## config.mk

```make
export PLATFORM = sky130hd
export DESIGN_NAME = fcmp_pipe
export DESIGN_NICKNAME = d
export VERILOG_FILES = /design/src/rtl/fpu_pkg.sv /design/src/rtl/fcmp_classify.sv /design/src/rtl/fcmp_pipe.sv
export SDC_FILE = /design/constraint.sdc
export NUM_CORES = 1
export LEC_CHECK = 0
export CAP_MARGIN = 30
export CORE_ASPECT_RATIO = 0.75
export CORE_MARGIN = 2
export CORE_UTILIZATION = 23
export DETAILED_ROUTE_END_ITERATION = 10
export SLEW_MARGIN = 5
export SYNTH_ARGS = -nofsm -noshare
export SYNTH_HDL_FRONTEND = slang
export SYNTH_SLANG_ARGS = --single-unit
export TNS_END_PERCENT = 30
```

## constraint.sdc

```tcl
create_clock -name clk -period 1.2 [get_ports clk]
set_input_delay 0.18 -clock clk [delete_from_list [all_inputs] [get_ports clk]]
set_output_delay 0.18 -clock clk [all_outputs]
set_load 0.02 [all_outputs]
```

## src/rtl/fpu_pkg.sv

```systemverilog
// Shared FPU types: binary32 field layout and compare op encoding.
package fpu_pkg;

    localparam int          EXP_W   = 8;
    localparam int          MANT_W  = 23;
    localparam logic [7:0]  EXP_MAX = 8'hFF;

    typedef enum logic [1:0] {
        FEQ       = 2'b00,
        FLT       = 2'b01,
        FLE       = 2'b10,
        FCMP_RSVD = 2'b11
    } fcmp_op_t;

    typedef struct packed {
        logic              sign;
        logic [EXP_W-1:0]  exp;
        logic [MANT_W-1:0] mant;
    } fp32_t;

endpackage

```

## src/rtl/fcmp_classify.sv

```systemverilog
// Per-operand classification: zero class (zeros and flushed denormals), NaN,
// and the unsigned magnitude key used for ordering.
module fcmp_classify
    import fpu_pkg::*;
(
    input  logic [31:0] op,
    output logic        is_zero,
    output logic        is_nan,
    output logic [30:0] key
);

    fp32_t f;

    always_comb begin
        f       = fp32_t'(op);
        is_zero = (f.exp == '0);
        is_nan  = (f.exp == EXP_MAX) && (f.mant != '0);
        // Zero-class operands share key 0 so +0, -0 and denormals order together.
        key     = is_zero ? '0 : {f.exp, f.mant};
    end

endmodule

```

## src/rtl/fcmp_pipe.sv

```systemverilog
// Two-stage binary32 compare (feq/flt/fle) with valid/ready handshake on both
// sides; S1 holds classified operands, S2 holds the final result and tag.
module fcmp_pipe
    import fpu_pkg::*;
#(
    parameter int TAG_W = 5
) (
    input  logic             clk,
    input  logic             rstn,
    input  logic             in_valid,
    output logic             in_ready,
    input  logic [1:0]       in_op,
    input  logic [31:0]      in_x,
    input  logic [31:0]      in_y,
    input  logic [TAG_W-1:0] in_tag,
    output logic             out_valid,
    input  logic             out_ready,
    output logic             out_z,
    output logic [TAG_W-1:0] out_tag,
    output logic             busy
);

    logic        x_zero, x_nan, y_zero, y_nan;
    logic [30:0] x_key, y_key;

    fcmp_classify u_cls_x (.op(in_x), .is_zero(x_zero), .is_nan(x_nan), .key(x_key));
    fcmp_classify u_cls_y (.op(in_y), .is_zero(y_zero), .is_nan(y_nan), .key(y_key));

    // Stage 1 state
    logic             s1_valid_q, s1_valid_d;
    fcmp_op_t         s1_op_q, s1_op_d;
    logic [TAG_W-1:0] s1_tag_q, s1_tag_d;
    logic             s1_nan_q, s1_nan_d;
    logic             s1_both_zero_q, s1_both_zero_d;
    logic             s1_sign_x_q, s1_sign_x_d;
    logic             s1_sign_y_q, s1_sign_y_d;
    logic             s1_key_lt_q, s1_key_lt_d;
    logic             s1_key_eq_q, s1_key_eq_d;

    // Stage 2 state
    logic             out_valid_q, out_valid_d;
    logic             out_z_q, out_z_d;
    logic [TAG_W-1:0] out_tag_q, out_tag_d;

    logic adv1, adv2;
    logic res_eq, res_lt, res_z;

    always_comb begin
        adv2 = ~out_valid_q | out_ready;
        adv1 = ~s1_valid_q | adv2;
    end

    always_comb begin
        s1_valid_d     = adv1 ? in_valid : s1_valid_q;
        s1_op_d        = s1_op_q;
        s1_tag_d       = s1_tag_q;
        s1_nan_d       = s1_nan_q;
        s1_both_zero_d = s1_both_zero_q;
        s1_sign_x_d    = s1_sign_x_q;
        s1_sign_y_d    = s1_sign_y_q;
        s1_key_lt_d    = s1_key_lt_q;
        s1_key_eq_d    = s1_key_eq_q;
        if (adv1 && in_valid) begin
            s1_op_d        = fcmp_op_t'(in_op);
            s1_tag_d       = in_tag;
            s1_nan_d       = x_nan | y_nan;
            s1_both_zero_d = x_zero & y_zero;
            s1_sign_x_d    = in_x[31];
            s1_sign_y_d    = in_y[31];
            s1_key_lt_d    = (x_key < y_key);
            s1_key_eq_d    = (x_key == y_key);
        end
    end

    // Raw signs are safe here: a zero-class operand has key 0, so it always
    // lands on the correct side of any nonzero value of either sign.
    always_comb begin
        res_eq = s1_both_zero_q | ((s1_sign_x_q == s1_sign_y_q) & s1_key_eq_q);
        if (s1_sign_x_q != s1_sign_y_q)
            res_lt = s1_sign_x_q & ~s1_both_zero_q;
        else if (s1_sign_x_q)
            res_lt = ~s1_key_lt_q & ~s1_key_eq_q;
        else
            res_lt = s1_key_lt_q;

        case (s1_op_q)
            FEQ:     res_z = res_eq;
            FLT:     res_z = res_lt;
            FLE:     res_z = res_lt | res_eq;
            default: res_z = 1'b0;
        endcase
        if (s1_nan_q)
            res_z = 1'b0;
    end

    always_comb begin
        out_valid_d = adv2 ? s1_valid_q : out_valid_q;
        out_z_d     = out_z_q;
        out_tag_d   = out_tag_q;
        if (adv2 && s1_valid_q) begin
            out_z_d   = res_z;
            out_tag_d = s1_tag_q;
        end
    end

    always_ff @(posedge clk or negedge rstn) begin
        if (!rstn) begin
            s1_valid_q  <= 1'b0;
            out_valid_q <= 1'b0;
            out_z_q     <= 1'b0;
            out_tag_q   <= '0;
        end else begin
            s1_valid_q  <= s1_valid_d;
            out_valid_q <= out_valid_d;
            out_z_q     <= out_z_d;
            out_tag_q   <= out_tag_d;
        end
    end

    // NOTE: S1 payload is qualified by s1_valid_q, so it needs no reset.
    always_ff @(posedge clk) begin
        s1_op_q        <= s1_op_d;
        s1_tag_q       <= s1_tag_d;
        s1_nan_q       <= s1_nan_d;
        s1_both_zero_q <= s1_both_zero_d;
        s1_sign_x_q    <= s1_sign_x_d;
        s1_sign_y_q    <= s1_sign_y_d;
        s1_key_lt_q    <= s1_key_lt_d;
        s1_key_eq_q    <= s1_key_eq_d;
    end

    assign in_ready  = adv1;
    assign out_valid = out_valid_q;
    assign out_z     = out_z_q;
    assign out_tag   = out_tag_q;
    assign busy      = s1_valid_q | out_valid_q;

endmodule

```

Yosys cells after proc, flatten, opt, wreduce, memory -nomap -nowiden

Cells that the tools add are included.

Logic and storage cells: 50
Input port bits: 75
Output and inout bits: 9
Register bits after elaboration: 21

Reduce and logical (&&, ||, !) cells: 9
Bitwise logic cells: 15
Eq/ne operators: 7
Muxes and demuxes: 6
Magnitude comparators: 1

Operators by type and width:

| operator                                                               | number |
|---|---|
| 31-bit two-way mux                                                     | 2 |
| 23-bit nonzero test                                                    | 2 |
| 31-bit equality test                                                   | 1 |
| 31-bit less-than comparator                                            | 1 |
| 8-bit equality test (second input constant)                            | 2 |
| 8-bit logical NOT                                                      | 2 |
| 1-bit OR                                                               | 6 |
| 1-bit inverter                                                         | 5 |
| 1-bit bitwise AND                                                      | 4 |
| 1-bit logical AND                                                      | 4 |
| 1-bit two-way mux                                                      | 3 |
| 1-bit case mux with 3 select lines                                     | 1 |
| 2-bit by 1-bit equality test with 1-bit output (second input constant) | 1 |
| 2-bit equality test (second input constant)                            | 1 |
| 2-bit logical NOT                                                      | 1 |
| 1-bit equality test                                                    | 1 |
| 1-bit inequality test                                                  | 1 |

Logic depth before layout (Yosys ltp)

Gate-level depths: netlist (run 1).

Depth after elaboration: 7
Depth in mapped cells: 10

Modules after synthesis

Synthesis (run 1) repeated with hierarchy kept, for this count alone.

Cells, all modules: 253
Area total of the unflattened synthesis: 2262.2 um^2

By module, submodules not included:

| module        | cells an instance | times used | area an instance (um^2) |
|---|---|---|---|
| fcmp_pipe     | 155               | 1          | 1541.5 |
| fcmp_classify | 49                | 2          | 360.3 |

Worst setup path after synthesis (run 1)

OpenSTA, ideal clock, no wires.

Path kind: input port to flip-flop
Start: input port in_x[24]
End: register s1_key_lt_q, data pin
Arrival: 1768 ps
Required time: 941 ps
Path slack: -826 ps
Path buffers: 1
Cell stages on the path: 10
Cell sequence: nor4_1 -> nand2_1 -> clkbuf_1 -> and2_1 -> ha_1 -> nand4_1 -> nor3_1 -> o31ai_1 -> o211ai_1 -> a21oi_2

Longest elaborated chain between the ends: 3

RTL lines:

| element                         | line                | RTL |
|---|---|---|
| from (decl)                     | fcmp_pipe.sv:13     | `input logic [31:0] in_x,` |
| 8-bit logical NOT               | fcmp_classify.sv:16 | `is_zero = (f.exp == '0);` |
| 31-bit two-way mux (*)          | fcmp_classify.sv:19 | `key = is_zero ? '0 : {f.exp, f.mant};` |
| 31-bit less-than comparator (*) | fcmp_pipe.sv:70     | `s1_key_lt_d = (x_key < y_key);` |
| to (signal assigned)            | fcmp_pipe.sv:128    | `s1_key_lt_q <= s1_key_lt_d;` |
| to (decl)                       | fcmp_pipe.sv:37     | `logic s1_key_lt_q, s1_key_lt_d;` |

Mark *: on every way between the ends. The rest lies on a longest branch, timed or not.
A chain may end at the register's enable or synchronous reset.

Worst setup path in the final report (run 1)

Start: input port in_x[25]
End: register s1_key_lt_q, data pin

Same word-level chain as after synthesis.

==> flow_summary.yaml, run 1 <==
worst_setup_path:
  critPathCaptureType: "flop"
  cp_max_fo: 8
  worst_ep_arrival_time_ns: 1.97
  r2r_slack_ns: 0.01
  worst_r2r_path_depth: 4
  worst-endpoint-required_ns: 1.21
  reg2reg_to: "out_z$_DFFE_PN0P_"
  crit_type: "in -> reg"
  start_kind: "input pin"
  reg2reg_from: "s1_sign_y_q$_DFFE_PP_"
floorplanning:
  initial_core_util: 0.238
  dieArea_mm2: 0.00899
  core_mm2: 0.00795
  die_width_um: 109
  ios: 84
  die_h_um: 82.6
  rows: 28
synthesis:
  synth.most_common_cell: "nand2_1"
  synth_area_leaders: "edfxtp_1, ha_1, dfrtp_1"
  ys_ff_latch: 21
  synth-edff-count: 13
  syn_inst: 217
  ys_types: 32
  synth_ff_type: "edfxtp_1"
  postSynth.asyncResetShare: 0.381
  netlist_area_mm2: 0.00190
  synth_area_leader_cell: "edfxtp_1"
  yosys.area.top_type_share: 0.206
  synth-warning-count: 0
  syn-num-nets: 323
  avgSynthCellArea_um2: 8.74
  ys_seq_area_frac: 0.312
  ys_top_cells_by_count: "nand2_1, ha_1, and2_1"
sta:
  fin_ws_ns: -0.755
  setup_viol: 3
  finalMaxSlewViolations: 0
  fmax_mhz: 512
  fin_skew_ns: 0.00317
  slew_headroom: 0.747
  timing.final.crit_share: 1.63
  hold_viol: 0
  tightest_slew_ns: 0.378
  rsz0062_at_grt: "yes"
  final.min_clock_period_ns: 1.95
routing:
  wire_per_inst_um: 15.1
  dr.pass1.iters: 5
  ant_nets: 0
  drt-initial-drc-count: 76
  drt-total-wl_um: 6710
  vias: 2135
  avgViaCountPerCell: 4.81
  remaining_drc_errors: 0
placed_design:
  pre_cts_ws_ns: -1.46
  portBuffers: 83
  dp_hpwl_um: 4770
  placed_cell_area_mm2: 0.00315
  place_inst: 430
  gp_congestion: 0.813
global_routing:
  grt_max_degree: 14
  grt_pass1_wl_um: 10600
  grt_pass1_vias: 2256
  gr-total-overflow: 0
  grt_use_total: 0.150
  antenna_found_initial: 0
finish:
  syn_to_final_growth_pct: 104
  drive_gt1_frac: 0.419
  nFillCells: 734
  fin_cells: 444
  fin_nets: 446
  diodes: 0
  finalInstanceArea_mm2: 0.00386
clocking:
  htree_levels: 1
  cts_buffers: 3
  cts-root-buf: "clkbuf_8"
  clock_sinks: 21
  cts_tree: "yes"
  max-clock-path-buffers: 2
  clk_pin_slew_ns: 0.07
  clk_latency_ns: 0.26
pwr:
  power.density_mw_per_mm2: 614
  p_leak_uw: 0.00189
  peakVddDrop_v: 0.000648
status:
  status: "finished, violations left"
  failed_checks: "negative setup slack"
worst_hold_path:
  worstHoldPathType: "in -> async"
run:
  drv_cap: 0
[placed cells by master, fill, tap and decap left out, types with 4 or more instances in the layout]
cell and count:
dlymetal6s2s_1 39, buf_4 36, nand2_1 22, ha_1 18, clkdlybuf4s50_1 16, and2_1 15
ha_4 13, edfxtp_1 13, and2_4 11, nor4_4 10, buf_2 10, nand4_1 9
buf_6 9, inv_1 8, a21oi_1 8, nand2_4 7, dlygate4sd2_1 7, dfrtp_1 7
nand2_2 6, nor2_1 5, mux2_2 5, clkdlybuf4s15_1 4
[cell type report]
class | instances | area (um^2) | area share
multi-input combinational | 177 | 1750 | 0.454
timing repair buffer | 129 | 1310 | 0.339
sequential | 21 | 592 | 0.153
tap | 105 | 131 | 0.0340
clock buffer | 4 | 45.0 | 0.0117
inverter | 8 | 30.0 | 0.00778
[what timing repair did]
action	in CTS	in global routing
buffers inserted	6	2
setup endpoints to repair	32	25
gates cloned	4	1
gates resized for setup	133	91
hold buffers	0	0
pin swaps	41	30
[worst max-delay path by stage]
| stage | slack [ns] | startpoint | cells past startpoint | end |
|---|---|---|---|---|
| global route | -0.88 | in_x[27] | 11 | s1_key_lt_q$_DFFE_PP_ |
| finish | -0.75 | in_x[25] | 10 | s1_key_lt_q$_DFFE_PP_ |
| CTS | -0.75 | in_x[25] | 11 | s1_key_lt_q$_DFFE_PP_ |
| global placement | -1.41 | in_x[24] | 11 | s1_key_lt_q$_DFFE_PP_ |
| floorplan | -0.75 | in_x[28] | 10 | s1_key_lt_q$_DFFE_PP_ |
| detailed placement | -1.46 | in_x[24] | 11 | s1_key_lt_q$_DFFE_PP_ |
[metrics by stage]
step / hold slack, ns / total power (uW) / util / setup TNS [ns]
2_1_floorplan: -0.116 / 1270 / - / -2.37
3_3_place_gp: 0.458 / 1790 / 0.396 / -9.44
3_5_place_dp: 0.464 / 1810 / 0.396 / -9.92
4_1_cts: 0.207 / 2340 / 0.451 / -1.77
5_1_grt: 0.217 / 2520 / 0.485 / -1.73
6_report: 0.203 / 2370 / 0.485 / -1.41
[report_power, final]
part / total, uW / internal (uW) / switching, uW / leakage [uW]
sequential: 880 / 844 / 35.2 / 0.000218
clock: 448 / 236 / 212 / 0.0000228
combinational: 1040 / 571 / 471 / 0.00165
total: 2370 / 1650 / 717 / 0.00189
[cells by family (layout without fill, tap and decap cells)]
family          count (synthesis)  count (layout)  synth area share
xor+xnor                        2               2           0.00924
flops                          21              21             0.312
simple gates                  110             111             0.305
mux                             5               5            0.0297
fa+ha+maj                      31              31             0.205
buf+inv                        20             141            0.0396
compound gates                 28              28             0.100
[layer usage]
metal  vias to the layer above  global-route usage  part of all wire
met5                         -                   0                 0
met4                         0              0.0423             0.017
met3                        12              0.0165             0.048
met2                        69               0.263              0.48
met1                      1016               0.197              0.45
li1                       1038                   -                 -
[worst max-delay path: stages]
cell and delay (ns):
buf_8 0.10, nor4_4 0.30, nand2_2 0.14, buf_6 0.16, and2_4 0.14, ha_4 0.27
nand4_1 0.19, buf_4 0.19, o211ai_1 0.22, a21oi_2 0.08
No activity file was read; power rests on OpenSTA's default activity.
==> run 2: changes to the inputs <==
--- a/config.mk
+++ b/config.mk
@@ -5,7 +5,6 @@
 export SDC_FILE = /design/constraint.sdc
 export NUM_CORES = 1
 export LEC_CHECK = 0
-export CAP_MARGIN = 30
 export CORE_ASPECT_RATIO = 0.75
 export CORE_MARGIN = 2
 export CORE_UTILIZATION = 23
==> results of run 2 <==
The final DEF is identical to that of run 1; final timing and power are the same.
==> run 3: changes to the inputs <==
--- a/config.mk
+++ b/config.mk
@@ -5,7 +5,6 @@
 export SDC_FILE = /design/constraint.sdc
 export NUM_CORES = 1
 export LEC_CHECK = 0
-export CORE_ASPECT_RATIO = 0.75
 export CORE_MARGIN = 2
 export CORE_UTILIZATION = 23
 export DETAILED_ROUTE_END_ITERATION = 10
==> constraint.sdc (replaced) <==
create_clock -name clk -period 1.2 [get_ports clk]
set_input_delay 0.24 -clock clk [delete_from_list [all_inputs] [get_ports clk]]
set_output_delay 0.24 -clock clk [all_outputs]
set_load 0.02 [all_outputs]
==> flow_summary.yaml, run 3 (synthesis gave the netlist of run 1 again) <==
finish:
  drive_gt1_frac: 0.437
  final-seq-area_um2: 592
  layout_common_cells: "buf_4, dlygate4sd2_1, nand2_1, ha_1, and2_1"
  utilization: 0.437
  mostFrequentLayoutCell: "buf_4"
  fin_cells: 437
  diodes: 0
  finalInstanceArea_mm2: 0.00353
  syn_to_final_growth_pct: 86.5
  fin_nets: 439
  multiInputGateArea_mm2: 0.00165
  nFillCells: 815
worst_setup_path:
  cpMaxStageDelayCell: "ha_1"
  cp_max_fo: 6
  worst_ep_arrival_time_ns: 2.14
  worst-endpoint-required_ns: 1.33
  start_kind: "input pin"
  crit_type: "in -> reg"
  max_stage_delay_ns: 0.31
  critPathCaptureType: "flop"
  cp_cell_sequence: "buf_6 > nor4_4 > nand2_2 > buf_6 > and2_1 > ha_1 > a21oi_1 > o21ai_1 > a221oi_2 > o21ai_1 > a21oi_2"
pwr:
  peakVddDrop_v: 0.000341
  power.density_mw_per_mm2: 658
  p_leak_uw: 0.00155
sta:
  tns_ns: -1.67
  fmax_mhz: 497
  timing.final.crit_share: 1.68
  setup_viol: 5
  finalMaxSlewViolations: 0
  rsz0062_at_grt: "yes"
  final.min_clock_period_ns: 2.01
  fin_skew_ns: 0.00220
  hold_viol: 0
  tightest_slew_ns: 0.382
  slew_headroom: 0.745
  fin_ws_ns: -0.812
status:
  failed_checks: "negative setup slack"
  status: "finished, violations left"
floorplanning:
  initial_core_util: 0.234
  die_width_um: 94.8
  dieArea_mm2: 0.00898
  rows: 33
  die_h_um: 94.8
  ios: 84
  core_mm2: 0.00809
routing:
  avgViaCountPerCell: 4.72
  drt-initial-drc-count: 44
  ant_nets: 0
  vias: 2062
  drt-total-wl_um: 6470
  wire_per_inst_um: 14.8
  remaining_drc_errors: 0
  dr.pass1.iters: 4
global_routing:
  antenna_found_initial: 0
  grt_pass1_vias: 2149
  gr-total-overflow: 0
  grt_use_total: 0.140
  grt_max_degree: 14
  grt_pass1_wl_um: 9970
clocking:
  htree_levels: 1
  clk_pin_slew_ns: 0.07
  clock_sinks: 21
  cts-root-buf: "clkbuf_8"
  cts_buffers: 3
  clk_latency_ns: 0.26
  cts_tree: "yes"
  max-clock-path-buffers: 2
placed_design:
  gp_congestion: 0.842
  dp_hpwl_um: 4730
  placed_cell_area_mm2: 0.00309
  portBuffers: 83
  place_inst: 423
run:
  drv_cap: 0
worst_hold_path:
  worstHoldPathType: "in -> async"
run 3: changes by cell type in the layout (fill, tap and decap cells not counted), moves of 3 or more:
cell and change:
buf_4 -7, nor4_2 +6, clkdlybuf4s15_1 +3, dlymetal6s2s_1 -36, ha_2 +3, ha_4 -4, nor4_4 -4, clkbuf_2 +9
nand2_4 -3, dlygate4sd2_1 +19
run 3: worst max-delay path, delay by kind of cell:
kind	cells	cell delay, ns
compound gates	5	0.75
fa+ha+maj	1	0.31
buf+inv	2	0.27
simple gates	3	0.57
run 3: cell type report:
class | count | area share
multi-input combinational | 177 | 0.467
inverter | 8 | 0.00850
sequential | 21 | 0.167
timing repair buffer | 122 | 0.307
clock buffer | 4 | 0.0127
tap | 105 | 0.0372
run 3: metrics by stage:
step	hold slack [ns]	total power, uW	setup slack, ns
6_report	0.255	2330	-0.812
5_1_grt	0.294	2450	-0.921
4_1_cts	0.269	2250	-0.804
3_5_place_dp	0.467	1790	-1.52
3_3_place_gp	0.459	1780	-1.52
2_1_floorplan	-0.0556	1270	-0.813
run 3: routing by layer:
layer	GRT usage	wire length [um]	vias to the layer above
li1	-	-	1024
met1	0.175	2790	973
met2	0.252	3330	56
met3	0.0120	231	9
met4	0.0447	117	0
met5	0	0	-
run 3: worst paths after layout:
kind,start,end,slack [ns],cells past startpoint
min,rstn,out_tag[3]$_DFFE_PN0P_,0.25,1
max in group asynchronous,rstn,out_valid$_DFFE_PN0P_,0.65,1
min reg2reg,s1_tag_q[3]$_DFFE_PP_,out_tag[3]$_DFFE_PN0P_,0.48,1
min in group clk,out_ready,out_valid$_DFFE_PN0P_,0.45,3
max reg2reg,s1_sign_y_q$_DFFE_PP_,out_z$_DFFE_PN0P_,-0.05,4
max,in_x[25],s1_key_lt_q$_DFFE_PP_,-0.81,11
run 3: what timing repair did:
| action | 4_1_cts | 5_1_grt |
|---|---|---|
| gates cloned | 4 | 2 |
| setup buffers | 1 | 3 |
| pin swaps | 37 | 39 |
| hold buffers | 0 | 0 |
| resized for setup | 171 | 77 |
| endpoints found under the setup margin | 32 | 28 |
run 3: power breakdown:
part | internal [uW] | switching (uW) | leakage, uW | total [uW]
Clock | 237 | 231 | 0.0000228 | 468
Combinational | 527 | 446 | 0.00131 | 973
Sequential | 844 | 40.1 | 0.000218 | 884
